File: config.mk
export PLATFORM = sky130hd
export DESIGN_NAME = tilelink_uart_tx
export DESIGN_NICKNAME = d
export VERILOG_FILES = /design/src/rtl/tilelink_uart_tx_pkg.sv /design/src/rtl/tilelink_uart_tx.sv
export SDC_FILE = /design/constraint.sdc
export NUM_CORES = 1
export LEC_CHECK = 0
export BUFFER_PORTS_ARGS = -buffer_cell sky130_fd_sc_hd__buf_2
export CORE_ASPECT_RATIO = 0.6
export CORE_UTILIZATION = 48
export DETAILED_ROUTE_END_ITERATION = 10
export PLACE_DENSITY_LB_ADDON = 0.05
export SYNTH_ARGS = -nofsm -noshare
export SYNTH_HDL_FRONTEND = slang
export SYNTH_SLANG_ARGS = --single-unit
File: constraint.sdc
create_clock -name clock -period 3.7 [get_ports clock]
set_input_delay 0.37 -clock clock [delete_from_list [all_inputs] [get_ports clock]]
set_output_delay 0.37 -clock clock [all_outputs]
set_load 0.02 [all_outputs]
File: src/rtl/tilelink_uart_tx_pkg.sv
// TileLink-UL channel payloads and opcodes shared by the serial TX peripheral and its bench.
package tilelink_uart_tx_pkg;

  localparam logic [2:0] op_put_full          = 3'd0;
  localparam logic [2:0] op_put_partial       = 3'd1;
  localparam logic [2:0] op_get               = 3'd4;
  localparam logic [2:0] op_access_ack        = 3'd0;
  localparam logic [2:0] op_access_ack_data   = 3'd1;

  typedef struct packed {
    logic [2:0]  a_opcode;
    logic [2:0]  a_param;
    logic [1:0]  a_size;
    logic [3:0]  a_source;
    logic [31:0] a_address;
    logic [3:0]  a_mask;
    logic [31:0] a_data;
    logic        a_valid;
  } tilelink_a;

  typedef struct packed {
    logic [2:0]  d_opcode;
    logic [1:0]  d_param;
    logic [1:0]  d_size;
    logic [3:0]  d_source;
    logic        d_denied;
    logic [31:0] d_data;
    logic        d_corrupt;
    logic        d_valid;
  } tilelink_d;

endpackage

File: src/rtl/tilelink_uart_tx.sv
// TileLink-UL serial transmitter: byte writes fill a small FIFO drained as 8N1 frames;
// reads return status and a saturating dropped-byte count.
module tilelink_uart_tx
  import tilelink_uart_tx_pkg::*;
#(
  parameter logic [31:0] addr_mask      = 32'hF0000000,
  parameter logic [31:0] addr_tag       = 32'hC0000000,
  parameter int unsigned clocks_per_bit = 16,
  parameter int unsigned fifo_depth     = 4
) (
  input  logic      clock,
  input  logic      reset_in,
  input  tilelink_a tick_tla,
  output tilelink_d bus_tld,
  output logic      ser_tx,
  output logic      tx_busy
);

  localparam int unsigned ptr_w   = $clog2(fifo_depth);
  localparam int unsigned count_w = ptr_w + 1;
  localparam int unsigned cnt_w   = $clog2(clocks_per_bit);
  localparam logic [cnt_w-1:0] cnt_last = cnt_w'(clocks_per_bit - 1);

  typedef enum logic [1:0] {
    st_idle,
    st_start,
    st_data,
    st_stop
  } tx_state_t;

  logic                hit;
  logic                is_get;
  logic                is_put;
  logic [1:0]          offset;
  logic                push_req;
  logic                push;
  logic                pop;
  logic                fifo_empty;
  logic                fifo_full;
  logic [ptr_w-1:0]    wr_ptr_q;
  logic [ptr_w-1:0]    rd_ptr_q;
  logic [count_w-1:0]  count_q;
  logic [7:0]          mem_q [fifo_depth];
  logic [15:0]         drop_cnt_q;
  logic [31:0]         rd_data;

  tx_state_t           state_q, state_d;
  logic [cnt_w-1:0]    cnt_q, cnt_d;
  logic [2:0]          idx_q, idx_d;
  logic [7:0]          shift_q, shift_d;
  logic                ser_q, ser_d;
  logic                bit_done;

  logic                d_valid_q;
  logic [2:0]          d_opcode_q;
  logic [31:0]         d_data_q;

  logic                unused_tla;

  // Request decode
  assign hit      = tick_tla.a_valid && ((tick_tla.a_address & addr_mask) == addr_tag);
  assign is_get   = tick_tla.a_opcode == op_get;
  assign is_put   = (tick_tla.a_opcode == op_put_full) || (tick_tla.a_opcode == op_put_partial);
  assign offset   = tick_tla.a_address[3:2];
  assign push_req = hit && is_put && (offset == 2'd0) && tick_tla.a_mask[0];

  assign fifo_empty = count_q == '0;
  assign fifo_full  = count_q == count_w'(fifo_depth);
  // A full FIFO still takes the byte when the transmitter frees a slot in the same cycle
  assign push       = push_req && (!fifo_full || pop);

  assign unused_tla = ^{tick_tla.a_param, tick_tla.a_size, tick_tla.a_source,
                        tick_tla.a_address, tick_tla.a_mask[3:1], tick_tla.a_data[31:8]};

  always_comb begin
    rd_data = '0;
    case (offset)
      2'd0:    rd_data = {24'd0, 5'(count_q), state_q != st_idle, fifo_full, fifo_empty};
      2'd1:    rd_data = {16'd0, drop_cnt_q};
      default: rd_data = '0;
    endcase
  end

  // FIFO pointers, occupancy and drop counter
  always_ff @(posedge clock or posedge reset_in) begin
    if (reset_in) begin
      wr_ptr_q   <= '0;
      rd_ptr_q   <= '0;
      count_q    <= '0;
      drop_cnt_q <= '0;
    end else begin
      if (push) wr_ptr_q <= wr_ptr_q + ptr_w'(1);
      if (pop)  rd_ptr_q <= rd_ptr_q + ptr_w'(1);
      case ({push, pop})
        2'b10:   count_q <= count_q + count_w'(1);
        2'b01:   count_q <= count_q - count_w'(1);
        default: count_q <= count_q;
      endcase
      if (push_req && !push && (drop_cnt_q != 16'hFFFF)) drop_cnt_q <= drop_cnt_q + 16'd1;
    end
  end

  always_ff @(posedge clock) begin
    if (push) mem_q[wr_ptr_q] <= tick_tla.a_data[7:0];
  end

  // Transmitter next state; the line level is derived from the next state so it is registered
  assign bit_done = cnt_q == cnt_last;

  always_comb begin
    state_d = state_q;
    cnt_d   = cnt_q;
    idx_d   = idx_q;
    shift_d = shift_q;
    pop     = 1'b0;
    ser_d   = 1'b1;
    case (state_q)
      st_idle: begin
        if (!fifo_empty) begin
          pop     = 1'b1;
          shift_d = mem_q[rd_ptr_q];
          cnt_d   = '0;
          state_d = st_start;
        end
      end
      st_start: begin
        if (bit_done) begin
          cnt_d   = '0;
          idx_d   = 3'd0;
          state_d = st_data;
        end else begin
          cnt_d = cnt_q + cnt_w'(1);
        end
      end
      st_data: begin
        if (bit_done) begin
          cnt_d   = '0;
          shift_d = shift_q >> 1;
          if (idx_q == 3'd7) state_d = st_stop;
          else               idx_d   = idx_q + 3'd1;
        end else begin
          cnt_d = cnt_q + cnt_w'(1);
        end
      end
      st_stop: begin
        if (bit_done) begin
          cnt_d = '0;
          if (!fifo_empty) begin
            pop     = 1'b1;
            shift_d = mem_q[rd_ptr_q];
            state_d = st_start;
          end else begin
            state_d = st_idle;
          end
        end else begin
          cnt_d = cnt_q + cnt_w'(1);
        end
      end
      default: state_d = st_idle;
    endcase
    case (state_d)
      st_start: ser_d = 1'b0;
      st_data:  ser_d = shift_d[0];
      default:  ser_d = 1'b1;
    endcase
  end

  always_ff @(posedge clock or posedge reset_in) begin
    if (reset_in) begin
      state_q <= st_idle;
      cnt_q   <= '0;
      idx_q   <= '0;
      shift_q <= '0;
      ser_q   <= 1'b1;
    end else begin
      state_q <= state_d;
      cnt_q   <= cnt_d;
      idx_q   <= idx_d;
      shift_q <= shift_d;
      ser_q   <= ser_d;
    end
  end

  // Response channel, one cycle after the request
  always_ff @(posedge clock or posedge reset_in) begin
    if (reset_in) begin
      d_valid_q  <= 1'b0;
      d_opcode_q <= '0;
      d_data_q   <= '0;
    end else begin
      d_valid_q  <= hit;
      d_opcode_q <= (hit && is_get) ? op_access_ack_data : op_access_ack;
      d_data_q   <= (hit && is_get) ? rd_data : '0;
    end
  end

  always_comb begin
    bus_tld          = '0;
    bus_tld.d_opcode = d_opcode_q;
    bus_tld.d_data   = d_data_q;
    bus_tld.d_valid  = d_valid_q;
  end

  assign ser_tx  = ser_q;
  assign tx_busy = (state_q != st_idle) || !fifo_empty;

endmodule

# After elaboration in Yosys (flattened, before gate mapping)
# Memories as Yosys holds them, arrays and structs flattened.
# Cells that the tools add are included.
# W data, S select, Z words.
# totals
reg_bits	59
mem_bits_rw	32
elab_cells	94
memories	1
# memory_table
memory	depth	word_bits	read_ports	rd_clocked_by_memory_dff	write_ports	line	rtl
mem_q	4	8	1	0	1	tilelink_uart_tx.sv:43	logic [7:0] mem_q [fifo_depth];
# op_classes
n_addsub	7
n_eq_ne	20
muxes	28
reduce_logical	25
# ops
cell	n
$pmux W16 S2	1
$mux W8	3
$pmux W8 S3	1
$add A16 B1 Y16 const B	1
$mux W16	1
$ne A16 B16 Y1 const B	1
$pmux W3 S2	2
$mux W2	5
$ne A2 B2 Y1 const B	5
$eq A3 B3 Y1 const B	3
$mux W3	3
$eq A2 B1 Y1 const B	4
$eq A2 B2 Y1 const B	4
$eq A4 B4 Y1 const B	2
$logic_and A1 B1 Y1	8
$mux W4	2
$pmux W2 S4	1
$pmux W4 S2	1
$add A3 B1 Y3 const B	2
$logic_not A3 Y1	2
$mux W1	6
$reduce_bool A2 Y1	3
$add A2 B1 Y2 const B	2
$add A4 B1 Y4 const B	1
other kinds (10)	16

# Depth between registers and ports, before layout
# logic_depth
depth_word	9
mapped_depth	9
ltp_nobuf	9

# Worst setup path after synthesis
# No wires, ideal clock.
# synth_path
path_type	register to register
from	register state_q[1]
to	register count_q[2]
setup_ps	127
t_arrival_ps	2144
t_required_ps	3573
setup_slack_ps	1430
path_stages_with_launch	9
n_path_buf	0
period_less_slack_ps	2270
cell_sequence	dfrtp_1 > ha_1 > a41oi_1 > nor3_2 > nand2_1 > fa_1 > nor4_1 > a31oi_1 > xnor2_1
# synth_between
elab_chain_cells	6
# synth_lines
item	line	rtl
from (decl)	tilelink_uart_tx.sv:47	tx_state_t state_q, state_d;
from (signal assigned)	tilelink_uart_tx.sv:170	state_q <= st_idle;
from (signal assigned)	tilelink_uart_tx.sv:176	state_q <= state_d;
$eq A2 B2 Y1 or $logic_not A2 Y1 (tied branches)	tilelink_uart_tx.sv:117	case (state_q)
$pmux W1 S2 *	tilelink_uart_tx.sv:117	
$logic_or A1 B1 Y1	tilelink_uart_tx.sv:70	assign push = push_req && (!fifo_full || pop);
$logic_and A1 B1 Y1	tilelink_uart_tx.sv:70	
$eq A2 B1 Y1 or $eq A2 B2 Y1 (tied branches)	tilelink_uart_tx.sv:94	case ({push, pop})
$pmux W3 S2 or $reduce_bool A2 Y1 (tied branches)	--	
to (signal assigned)	tilelink_uart_tx.sv:95	2'b10: count_q <= count_q + count_w'(1);
to (signal assigned)	tilelink_uart_tx.sv:96	2'b01: count_q <= count_q - count_w'(1);
to (signal assigned)	tilelink_uart_tx.sv:97	default: count_q <= count_q;
to (decl)	tilelink_uart_tx.sv:42	logic [count_w-1:0] count_q;
# Every way passes the cells marked *; elsewhere a longest branch is shown, timed or not.
# A chain may end at the register's enable or synchronous reset.

# Worst setup path after layout
# Ends and elaborated chain as after synthesis.

==> impl_metrics.env <==
export IMPL_synth_top_area_share_pct=32.82
export IMPL_utilization_pct=56.26
export IMPL_crit_required_ns=3.93
export IMPL_clockBufferDepth=2
export IMPL_r2r_slack_ns=1.03
export IMPL_status="finished, final reports clean"
export IMPL_io_pins=131
export IMPL_fin_area_mm2=0.004905
export IMPL_grt_pass1_wl_um=13290
export IMPL_dp_cells=503
export IMPL_skew_ns=0.006713
export IMPL_period_minus_slack_ns=2.668
export IMPL_maxSlewHeadroom_pct=47.21
export IMPL_syn_inst=363
export IMPL_core_area_mm2=0.008718
export IMPL_cp_max_fo=6
export IMPL_antenna_cells=0
export IMPL_path_class="reg2reg"
export IMPL_async_flop_share_pct=64.84
export IMPL_rr_worst_depth=8
export IMPL_clock_latency_ns=0.34
export IMPL_antenna_found_initial=0
export IMPL_yosysUniqueCellTypes=60
export IMPL_dr_first_iter_drc_count=254
export IMPL_critPathLaunchType="flip-flop"
export IMPL_nets=499
export IMPL_ir_drop_mv=0.3013
export IMPL_port_buffers=40
export IMPL_grt_max_degree=39
export IMPL_post_cts_buffers=0
export IMPL_grt_use_total_pct=18.46
export IMPL_cap_violations=0
export IMPL_drive_gt1_share_pct=19.41
export IMPL_tritoncts="yes"
export IMPL_drc=0
export IMPL_setup_viol=0
export IMPL_overflow=0
export IMPL_clock_sinks=91
export IMPL_ys_ff_latch=91
export IMPL_vias_per_cell=5.276
export IMPL_critPathCapture="count_q[2]"
export IMPL_seq_area_frac_synth_pct=55.15
export IMPL_r2r_end="count_q[2]"
export IMPL_power_w=0.002905
export IMPL_ctsHtreeMaxLevel=3
export IMPL_p_per_area_mw_per_mm2=592.4
export IMPL_hold_path_class="in2async"
export IMPL_hold_buffers=0
export IMPL_period_share_pct=72.11
export IMPL_wl_per_cell_um=15.60
export IMPL_grt_pass1_vias=2555
export IMPL_rows=26
export IMPL_dieArea_mm2=0.009613
export IMPL_cts_made_buffers=9
export IMPL_cts_root_buf="clkbuf_16"
export IMPL_hold_violations=0
export IMPL_ys_warn_count=0
export IMPL_start_util_pct=50.72
export IMPL_gp_congestion=0.7939
export IMPL_fillCellCount=738
export IMPL_area_delta_synth_final_pct=10.92
export IMPL_final_cells=519
export IMPL_die_x_um=125.9
export IMPL_synth_edf_count=32
export IMPL_final_max_slew_viol_count=0
export IMPL_clk_pin_slew_ns=0.07
export IMPL_num_vias=2738
export IMPL_syn_avg_cell_area_um2=12.18
export IMPL_dpl_cell_area_mm2=0.004597
export IMPL_timing_fmax_ghz=0.3748
export IMPL_cts_resized=0
export IMPL_tns_ns=0
export IMPL_firstDrtPassIters=4
export IMPL_ant_nets=0
export IMPL_die_h_um=76.35
export IMPL_power_leakage_nw=2.235
export IMPL_cp_end_kind="flip-flop"
export IMPL_hpwl_um=5764
export IMPL_drt_wl_total_um=8096
export IMPL_synth_area_leaders="dfrtp_1, edfxtp_1, buf_4"
export IMPL_tightest_slew_ns=0.7906
export IMPL_cp_data_arrival_time_ns=2.89
export IMPL_syn_area_mm2=0.004422
export IMPL_synthFlopType="dfrtp_1"
export IMPL_startpoint="state_q[1]"
export IMPL_rsz0062_at_grt="no"
export IMPL_r2r_start="state_q[1]"
export IMPL_synth_top_area_cell="dfrtp_1"
per-layer routing:
metal / vias to the layer above / track usage, % / routed length (um)
met2: 103 / 23.76 / 3078
met5: - / 0 / 0
met4: 0 / 5.542 / 93
met3: 9 / 5.407 / 478
met1: 1300 / 29.29 / 4445
li1: 1326 / - / -
flip-flops by register name, summed over array words and instances (netlist names):
signal	flops
mem_q	32
d_opcode_q	1
d_valid_q	1
wr_ptr_q	2
state_q	2
d_data_q	16
rd_ptr_q	2
ser_tx	1
count_q	3
shift_q	8
idx_q	3
cnt_q	4
drop_cnt_q	16
final cells by class:
cell class | instances | area (um2) | share of cell area, %
inverters | 12 | 45.04 | 0.9184
clock buffers | 10 | 229.0 | 4.668
multi-input cells | 247 | 1765 | 35.99
flip-flops and latches | 91 | 2439 | 49.72
repair buffers | 41 | 207.7 | 4.235
clock inverters | 6 | 78.83 | 1.607
well taps | 112 | 140.1 | 2.857
worst min-delay path by stage:
stage / endpoint / startpoint / cells after the start
after CTS: d_opcode_q[0] / tick_tla[79] / 2
after detailed placement: drop_cnt_q[14] / drop_cnt_q[14] / 1
after global routing: d_opcode_q[0] / tick_tla[79] / 2
after global placement: shift_q[7] / shift_q[7] / 2
after floorplan: d_opcode_q[0] / tick_tla[79] / 1
final: cnt_q[2] / reset_in / 2
cell families after synthesis:
family	after synthesis	synth area share (%)
other	1	0.08481
AO/OA/AOI/OAI	48	8.121
adder cells (fa/ha/maj)	14	4.131
buffers and inverters	52	7.215
AND/OR/NAND/NOR	123	15.82
XOR/XNOR	19	3.763
multiplexers	15	5.716
flip-flops	91	55.15
per-stage QoR:
stage / hold slack [ns] / setup WS [ns]
global placement: 0.4964 / 1.103
CTS: 0.2035 / 1.033
global route: 0.2135 / 0.8584
detailed placement: 0.5047 / 1.045
floorplan: 0.4421 / 1.430
finish: 0.1820 / 1.032
layout by cell type, fill, tap and decap left out, types with 2 or more instances in the layout:
cell type  Yosys  layout
buf_2          6      40
nand3_1       30      30
o21ai_1        2       2
mux4_2         8       8
nand2b_1       3       3
a21oi_1        6       6
dfrtp_1       58      58
xnor2_1       11      11
xor2_1         8       8
a21o_1         2       2
nand4_1        4       4
a31oi_1        2       2
and4_1         3       3
nand2_1       26      26
nor3_1         4       4
mux2_2         2       2
or4_1          2       2
and2_1        15      15
mux2i_1        5       5
clkbuf_16      0       9
inv_8          0       2
ha_1          13      13
a32oi_1        2       2
inv_6          0       3
conb_1         1      28
inv_1         12      11
and3_1         3       3
a22o_1        11      11
o21ai_0       10      10
nor2_1        20      20
edfxtp_1      32      32
power breakdown:
part	internal [W]	switching (W)	leakage [nW]
Sequential	0.00115	0.000149	1.07
Combinational	0.000289	0.000378	1.01
Clock	0.000541	0.000403	0.152
critical path: stages, from the launching register on:
cell and delay, ns:
dfrtp_1 0.47, ha_1 0.31, a41oi_1 0.24, nor3_2 0.41, nand2_1 0.16, fa_1 0.40
nor4_1 0.29, a31oi_1 0.11, xnor2_1 0.15
cell usage after synthesis (all sizes together), types with 4 or more instances:
cell    instances
a21oi           7
a22o           11
and2           16
buf            37
dfrtp          58
edfxtp         32
ha             13
inv            12
mux2i           5
mux4            8
nand2          26
nand3          30
nand4           4
nor2           21
nor3            6
o21ai          12
xnor2          11
xor2            8
No activity file was read; power rests on OpenSTA's default activity.
